**config.mk**
```make
export PLATFORM = sky130hd
export DESIGN_NAME = uart_rx_param
export DESIGN_NICKNAME = d
export VERILOG_FILES = /design/src/rtl/uart_pkg.sv /design/src/rtl/uart_rx_filter.sv /design/src/rtl/uart_rx_param.sv
export SDC_FILE = /design/constraint.sdc
export NUM_CORES = 1
export LEC_CHECK = 0
export BUFFER_PORTS_ARGS = -buffer_cell sky130_fd_sc_hd__buf_2
export CAP_MARGIN = 10
export CORE_ASPECT_RATIO = 1.25
export CORE_MARGIN = 4
export CORE_UTILIZATION = 38
export CTS_BUF_LIST = sky130_fd_sc_hd__clkbuf_4 sky130_fd_sc_hd__clkbuf_8 sky130_fd_sc_hd__clkbuf_16
export DETAILED_ROUTE_END_ITERATION = 10
export GPL_TIMING_DRIVEN = 0
export MAX_ROUTING_LAYER = met4
export PLACE_DENSITY = 0.65
export SYNTH_ARGS = -nofsm -noshare
export SYNTH_HDL_FRONTEND = slang
export SYNTH_SLANG_ARGS = --single-unit
```
**constraint.sdc**
```tcl
create_clock -name clk -period 4.3 [get_ports clk]
set_input_delay 0.43 -clock clk [delete_from_list [all_inputs] [get_ports clk]]
set_output_delay 0.43 -clock clk [all_outputs]
set_load 0.01 [all_outputs]
```
**src/rtl/uart_pkg.sv**
```systemverilog
// Shared UART types, default constants and the parity helper (also used by the future transmitter).
// Latency: none, holds types, constants and a pure function only.
// Backpressure: not applicable.
package uart_pkg;

  // Receiver FSM states. PARITY is only reachable when parity is built in.
  typedef enum logic [2:0] {
    IDLE   = 3'd0,
    START  = 3'd1,
    DATA   = 3'd2,
    PARITY = 3'd3,
    STOP   = 3'd4
  } rx_state_t;

  localparam int CLKS_PER_BIT_9600 = 10417;  // 100 MHz core clock / 9600 baud
  localparam int DEFAULT_DATA_BITS = 8;

  // Parity bit that makes XOR(data bits, parity bit) equal odd_sel.
  // Words narrower than 9 bits must be zero-extended by the caller.
  function automatic logic calc_parity(input logic [8:0] data, input logic odd_sel);
    return (^data) ^ odd_sel;
  endfunction

endpackage

```
**src/rtl/uart_rx_filter.sv**
```systemverilog
// RX front end: 2-flop synchroniser plus 3-sample majority vote around mid-bit.
// Latency: rx_s lags the pin by 2 cycles; sample is combinational at cnt = HALF+1.
// Backpressure: none, free-running; the FSM decides when the strobe matters.
module uart_rx_filter
  import uart_pkg::*;
#(
  parameter int CLKS_PER_BIT = CLKS_PER_BIT_9600,
  parameter int CW           = $clog2(CLKS_PER_BIT)
) (
  input  logic          clk,
  input  logic          reset,
  input  logic          i_rx,
  input  logic [CW-1:0] i_cnt,
  output logic          o_rx_s,
  output logic          o_sample,
  output logic          o_sample_strobe
);

  localparam int HALF = CLKS_PER_BIT / 2;

  logic [1:0] r_sync;
  logic       r_smp_a;
  logic       r_smp_b;
  logic       w_rx_s;

  // Two-flop synchroniser; resets to the idle (high) line level.
  always_ff @(posedge clk or posedge reset) begin
    if (reset) r_sync <= 2'b11;
    else       r_sync <= {r_sync[0], i_rx};
  end

  assign w_rx_s = r_sync[1];

  // Capture the two earlier points of the majority window (HALF-1 and HALF).
  always_ff @(posedge clk or posedge reset) begin
    if (reset) begin
      r_smp_a <= 1'b1;
      r_smp_b <= 1'b1;
    end else begin
      if (i_cnt == CW'(HALF - 1)) r_smp_a <= w_rx_s;
      if (i_cnt == CW'(HALF))     r_smp_b <= w_rx_s;
    end
  end

  // Third point is the live rx_s, so the vote resolves on the HALF+1 cycle.
  assign o_rx_s          = w_rx_s;
  assign o_sample_strobe = (i_cnt == CW'(HALF + 1));
  assign o_sample        = (r_smp_a & r_smp_b) | (r_smp_a & w_rx_s) | (r_smp_b & w_rx_s);

endmodule

```
**src/rtl/uart_rx_param.sv**
```systemverilog
// Parametrised UART receiver with false-start rejection, stop check, optional parity (UART_RX_PARITY_EN).
// Latency: rx_valid rises the cycle after the stop-bit vote resolves (~frame_bits-0.5 bit times after start).
// Backpressure: one-word holding register with valid/ready; a good word arriving while full is dropped (overrun).
module uart_rx_param
  import uart_pkg::*;
#(
  parameter int CLKS_PER_BIT = CLKS_PER_BIT_9600,
  parameter int DATA_BITS    = DEFAULT_DATA_BITS,
  parameter bit PARITY_ODD   = 1'b0
) (
  input  logic                 clk,
  input  logic                 reset,
  input  logic                 rx,
  output logic [DATA_BITS-1:0] rx_data,
  output logic                 rx_valid,
  input  logic                 rx_ready,
  output logic                 frame_err,
  output logic                 parity_err,
  output logic                 overrun,
  output logic                 busy
);

  localparam int CW = $clog2(CLKS_PER_BIT);
  localparam int IW = $clog2(DATA_BITS);

  rx_state_t            r_state;
  logic [CW-1:0]        r_cnt;
  logic [IW-1:0]        r_bit_idx;
  logic [DATA_BITS-1:0] r_shift;
  logic [DATA_BITS-1:0] r_data;
  logic                 r_valid;
  logic                 r_frame_err;
  logic                 r_overrun;
  logic                 r_busy;
  logic                 r_wait_high;

  logic w_rx_s;
  logic w_sample;
  logic w_strobe;
  logic w_wrap;
  logic w_last_bit;
  logic w_par_ok;
  logic w_deliver;

  uart_rx_filter #(
    .CLKS_PER_BIT (CLKS_PER_BIT),
    .CW           (CW)
  ) u_filter (
    .clk             (clk),
    .reset           (reset),
    .i_rx            (rx),
    .i_cnt           (r_cnt),
    .o_rx_s          (w_rx_s),
    .o_sample        (w_sample),
    .o_sample_strobe (w_strobe)
  );

  assign w_wrap     = (r_cnt == CW'(CLKS_PER_BIT - 1));
  assign w_last_bit = (r_bit_idx == IW'(DATA_BITS - 1));

`ifdef UART_RX_PARITY_EN
  logic r_par_bit;
  logic r_parity_err;
  assign w_par_ok = (calc_parity(9'(r_shift), PARITY_ODD) == r_par_bit);
`else
  assign w_par_ok = 1'b1;
`endif

  // A word is good when the stop vote is 1 and parity (if present) matches.
  assign w_deliver = (r_state == STOP) && w_strobe && w_sample && w_par_ok;

  // Bit-timing FSM: start validation, LSB-first shift, optional parity, stop framing check.
  always_ff @(posedge clk or posedge reset) begin
    if (reset) begin
      r_state     <= IDLE;
      r_cnt       <= '0;
      r_bit_idx   <= '0;
      r_shift     <= '0;
      r_busy      <= 1'b0;
      r_frame_err <= 1'b0;
      r_wait_high <= 1'b0;
`ifdef UART_RX_PARITY_EN
      r_par_bit    <= 1'b0;
      r_parity_err <= 1'b0;
`endif
    end else begin
      r_frame_err <= 1'b0;
`ifdef UART_RX_PARITY_EN
      r_parity_err <= 1'b0;
`endif
      // Free-running bit timer; every state change below also lands on 0.
      r_cnt <= w_wrap ? '0 : r_cnt + 1'b1;
      case (r_state)
        IDLE: begin
          r_cnt <= '0;
          // After a framing error (e.g. a break) the line must go high before a new start counts.
          if (r_wait_high) begin
            if (w_rx_s) r_wait_high <= 1'b0;
          end else if (!w_rx_s) begin
            r_state <= START;
            r_busy  <= 1'b1;
          end
        end
        START: begin
          if (w_strobe && w_sample) begin
            r_state <= IDLE;
            r_cnt   <= '0;
            r_busy  <= 1'b0;
          end else if (w_wrap) begin
            r_state   <= DATA;
            r_bit_idx <= '0;
          end
        end
        DATA: begin
          if (w_strobe) r_shift[r_bit_idx] <= w_sample;
          if (w_wrap) begin
            if (w_last_bit) begin
`ifdef UART_RX_PARITY_EN
              r_state <= PARITY;
`else
              r_state <= STOP;
`endif
            end else begin
              r_bit_idx <= r_bit_idx + 1'b1;
            end
          end
        end
`ifdef UART_RX_PARITY_EN
        PARITY: begin
          if (w_strobe) r_par_bit <= w_sample;
          if (w_wrap)   r_state   <= STOP;
        end
`endif
        STOP: begin
          // Leave at the vote rather than the wrap so a back-to-back start edge is not missed.
          if (w_strobe) begin
            r_state <= IDLE;
            r_cnt   <= '0;
            r_busy  <= 1'b0;
            if (!w_sample) begin
              r_frame_err <= 1'b1;
              r_wait_high <= 1'b1;
            end
`ifdef UART_RX_PARITY_EN
            if (!w_par_ok) r_parity_err <= 1'b1;
`endif
          end
        end
        default: begin
          r_state <= IDLE;
          r_cnt   <= '0;
          r_busy  <= 1'b0;
        end
      endcase
    end
  end

  // Holding register: load a good word if empty or being read this cycle, otherwise flag overrun.
  always_ff @(posedge clk or posedge reset) begin
    if (reset) begin
      r_data    <= '0;
      r_valid   <= 1'b0;
      r_overrun <= 1'b0;
    end else begin
      r_overrun <= 1'b0;
      if (w_deliver) begin
        if (!r_valid || rx_ready) begin
          r_data  <= r_shift;
          r_valid <= 1'b1;
        end else begin
          r_overrun <= 1'b1;
        end
      end else if (rx_ready) begin
        r_valid <= 1'b0;
      end
    end
  end

  assign rx_data   = r_data;
  assign rx_valid  = r_valid;
  assign frame_err = r_frame_err;
  assign overrun   = r_overrun;
  assign busy      = r_busy;
`ifdef UART_RX_PARITY_EN
  assign parity_err = r_parity_err;
`else
  assign parity_err = 1'b0;
`endif

endmodule

```
==> flow_metrics.py <==
metrics = {
    "status": {
        "status": "complete, no violations",
    },
    "timing": {
        "period_share_pct": 57.8,
        "fmax_ghz": 0.402,
        "worst_pin_slew_ns": 0.626,
        "finalMaxSlewViolations": 0,
        "period_needed_ns": 2.49,
        "slew_headroom_pct": 57.9,
        "setup_viol": 0,
        "finalClockSkew_ns": 0.00687,
        "fin_tns_setup_ns": 0,
        "rsz0062_at_grt": "false",
        "final_hold_viol_count": 0,
    },
    "critical_path": {
        "crit_buf_inv": 1,
        "cp.arrival_ns": 2.67,
        "crit_required_ns": 4.48,
        "startpoint_type": "register",
        "cp_max_fo": 10,
        "crit_path_end_kind": "register",
        "crit_family": "simple AND/OR/NAND/NOR gates",
        "worstPathCellList": "or2_4, nor4_2, a21oi_1, o311ai_4, buf_4, nor2_1",
        "cpMaxStageDelayCell": "nor4_2",
        "critPathKind": "reg2reg",
        "critPathMaxStageDelay_ns": 0.60,
    },
    "power_and_ir_drop": {
        "powerDensity_mw_per_mm2": 286,
        "p_int_mw": 0.572,
        "p_sw_mw": 0.144,
        "power_frac_comb_pct": 1.8,
        "swShare_pct": 20.2,
        "p_leak_nw": 1.16,
        "peakVddDrop_mv": 0.141,
        "seq_power_share_pct": 59.4,
        "clkPwrFrac_pct": 38.8,
    },
    "layout": {
        "fillers": 545,
        "final_cell_mix": "dfrtp_1, nor2_1, mux2_2",
        "antenna_cells": 0,
        "final_util_pct": 45.0,
        "multi_input_area_mm2": 0.00103,
        "regArea_mm2": 0.00113,
        "layout_commonest_cell": "dfrtp_1",
        "fin_nets": 238,
        "area_growth_pct": 12.2,
        "layout-drive-gt1-share_pct": 24.8,
    },
    "synthesis": {
        "synth.distinct_cells": 44,
        "synthCells": 206,
        "syn_area_per_cell_um2": 10.8,
        "syn_nets": 215,
        "yosysWarnings": 0,
        "ys_seq_elements": 45,
        "seq_area_frac_synth_pct": 50.7,
        "synth_enable_flop_cells": 0,
        "yosys.area.top_type": "dfrtp_1",
        "ys_top_cells_by_area": "dfrtp_1, mux2_2, nor2_1",
        "async_flop_share_pct": 100,
        "yosys.area.top_type_share_pct": 46.0,
        "ys.flop_type": "dfrtp_1",
        "synthesis.area_mm2": 0.00223,
    },
    "grt": {
        "use_met3_pct": 2.89,
        "grt_pass1_vias": 1502,
        "grt_max_degree": 33,
        "busiest_layer": "met2",
        "antenna_found_initial": 0,
        "grt_usage_pct": 12.2,
        "overflow": 0,
        "grt_util_met2_pct": 20.3,
        "grt_pass1_wl_um": 6840,
        "grt_util_met1_pct": 14.4,
    },
    "floorplanning": {
        "dieArea_mm2": 0.00716,
        "die_w_um": 76.5,
        "core.rowCount": 30,
        "core-area_mm2": 0.00556,
        "start_util_pct": 40.1,
        "pin_count": 17,
        "die_h_um": 93.6,
    },
    "route": {
        "vias": 1519,
        "wl_per_cell_um": 13.0,
        "drc": 0,
        "routed_wl_um": 3840,
        "viasPerCell": 5.17,
        "drt_first_pass_iters": 4,
        "ant_nets": 0,
        "drt_iter0_drc": 72,
    },
    "clock_tree": {
        "tritoncts": "yes",
        "cts_resized": 0,
        "postCtsHoldBufs": 0,
        "post-cts-setup-buffers": 0,
        "clkTransAtPathRegs_ns": 0.08,
        "root_buffer": "clkbuf_8",
        "insertion_delay_ns": 0.30,
        "numCtsBuffers": 5,
        "cts.sinks": 45,
        "cts.htree.levels": 2,
        "cts_buffer_depth": 2,
    },
    "placement": {
        "dp_hpwl_um": 2820,
        "portBuffers": 15,
        "gp_congestion": 0.818,
    },
    "hold_path": {
        "hp-class": "in2async",
    },
    "job": {
        "cap_violations": 0,
    },
}
==> flip-flops by register name, indices dropped and copies added, names as in the netlist <==
signal,count
u_filter.r_smp_a,1
frame_err,1
overrun,1
r_wait_high,1
r_cnt,14
rx_data,8
rx_valid,1
r_state,3
busy,1
u_filter.r_sync,2
r_bit_idx,3
r_shift,8
u_filter.r_smp_b,1
==> worst reg2reg max path, cell delays in order, from the launching register on <==
cell,delay [ns]
dfrtp_1,0.43
or2_4,0.29
nor4_2,0.60
a21oi_1,0.31
o311ai_4,0.43
buf_4,0.24
nor2_1,0.06
==> through the flow <==
step	instance area, um2	std cells	power [mW]	hold WS [ns]	setup WS [ns]
2_1_floorplan	2230	206	0.441	0.345	2.06
3_3_place_gp	2380	285	0.445	0.347	1.86
3_5_place_dp	2400	286	0.448	0.348	1.86
4_1_cts	2500	294	0.730	0.0788	1.85
5_1_grt	2500	294	0.750	0.0973	1.70
6_report	2500	294	0.717	0.0730	1.81
==> logic make-up after synthesis <==
group                      after synthesis  share of synthesized area [%]
and+or+nand+nor                         88                           22.0
xor gates and xnor gates                13                           5.11
buffers and inverters                   16                           3.03
DFF                                     45                           50.7
muxes                                   18                           9.09
adders and majority gates                6                           3.25
other                                    1                          0.168
AOI/OAI and AO/OA                       19                           6.62
==> worst paths after layout <==
check                              startpoint                 end  slack [ns]  cells after the start
max in group asynchronous               reset  u_filter.r_sync[1]        3.68                      3
setup reg to reg                     r_cnt[9]            r_cnt[5]        1.81                      6
min in group clk                           rx  u_filter.r_sync[0]        0.23                      1
hold / removal                          reset          r_state[0]        0.07                      2
hold reg to reg            u_filter.r_sync[0]  u_filter.r_sync[1]        0.36                      0
setup / recovery                     r_cnt[9]            r_cnt[5]        1.81                      6
==> power by group through the flow <==
stage	Combinational [mW]	Clock [mW]	Sequential (mW)
after floorplan	0.00773	0	0.433
after global routing	0.0156	0.309	0.426
final	0.0130	0.278	0.426
after detailed placement	0.0139	0	0.434
after global placement	0.0114	0	0.434
after CTS	0.0140	0.290	0.426
==> layout make-up <==
type | count | share of cell area [%]
Buffer | 10 | 1.80
Clock buffer | 8 | 3.90
Inverter | 6 | 0.900
Multi-Input combinational cell | 145 | 41.2
Sequential cell | 45 | 45.2
Tap cell | 64 | 3.20
Timing Repair Buffer | 16 | 3.80
==> Yosys cell counts, drive strengths merged, types with 5 or more instances <==
master	n
clkbuf	7
ha	5
nor2	31
xnor2	9
dfrtp	41
a21oi	7
nor3	7
inv	6
nand3	7
mux2	18
nand2	13
==> layer usage <==
metal / share of wire, % / vias up
met1: 45 / 733
met5: 0 / -
li1: - / 762
met4: 1.5 / 0
met3: 3.6 / 7
met2: 50 / 17
Note: power is estimated with default switching activity, not from simulation.
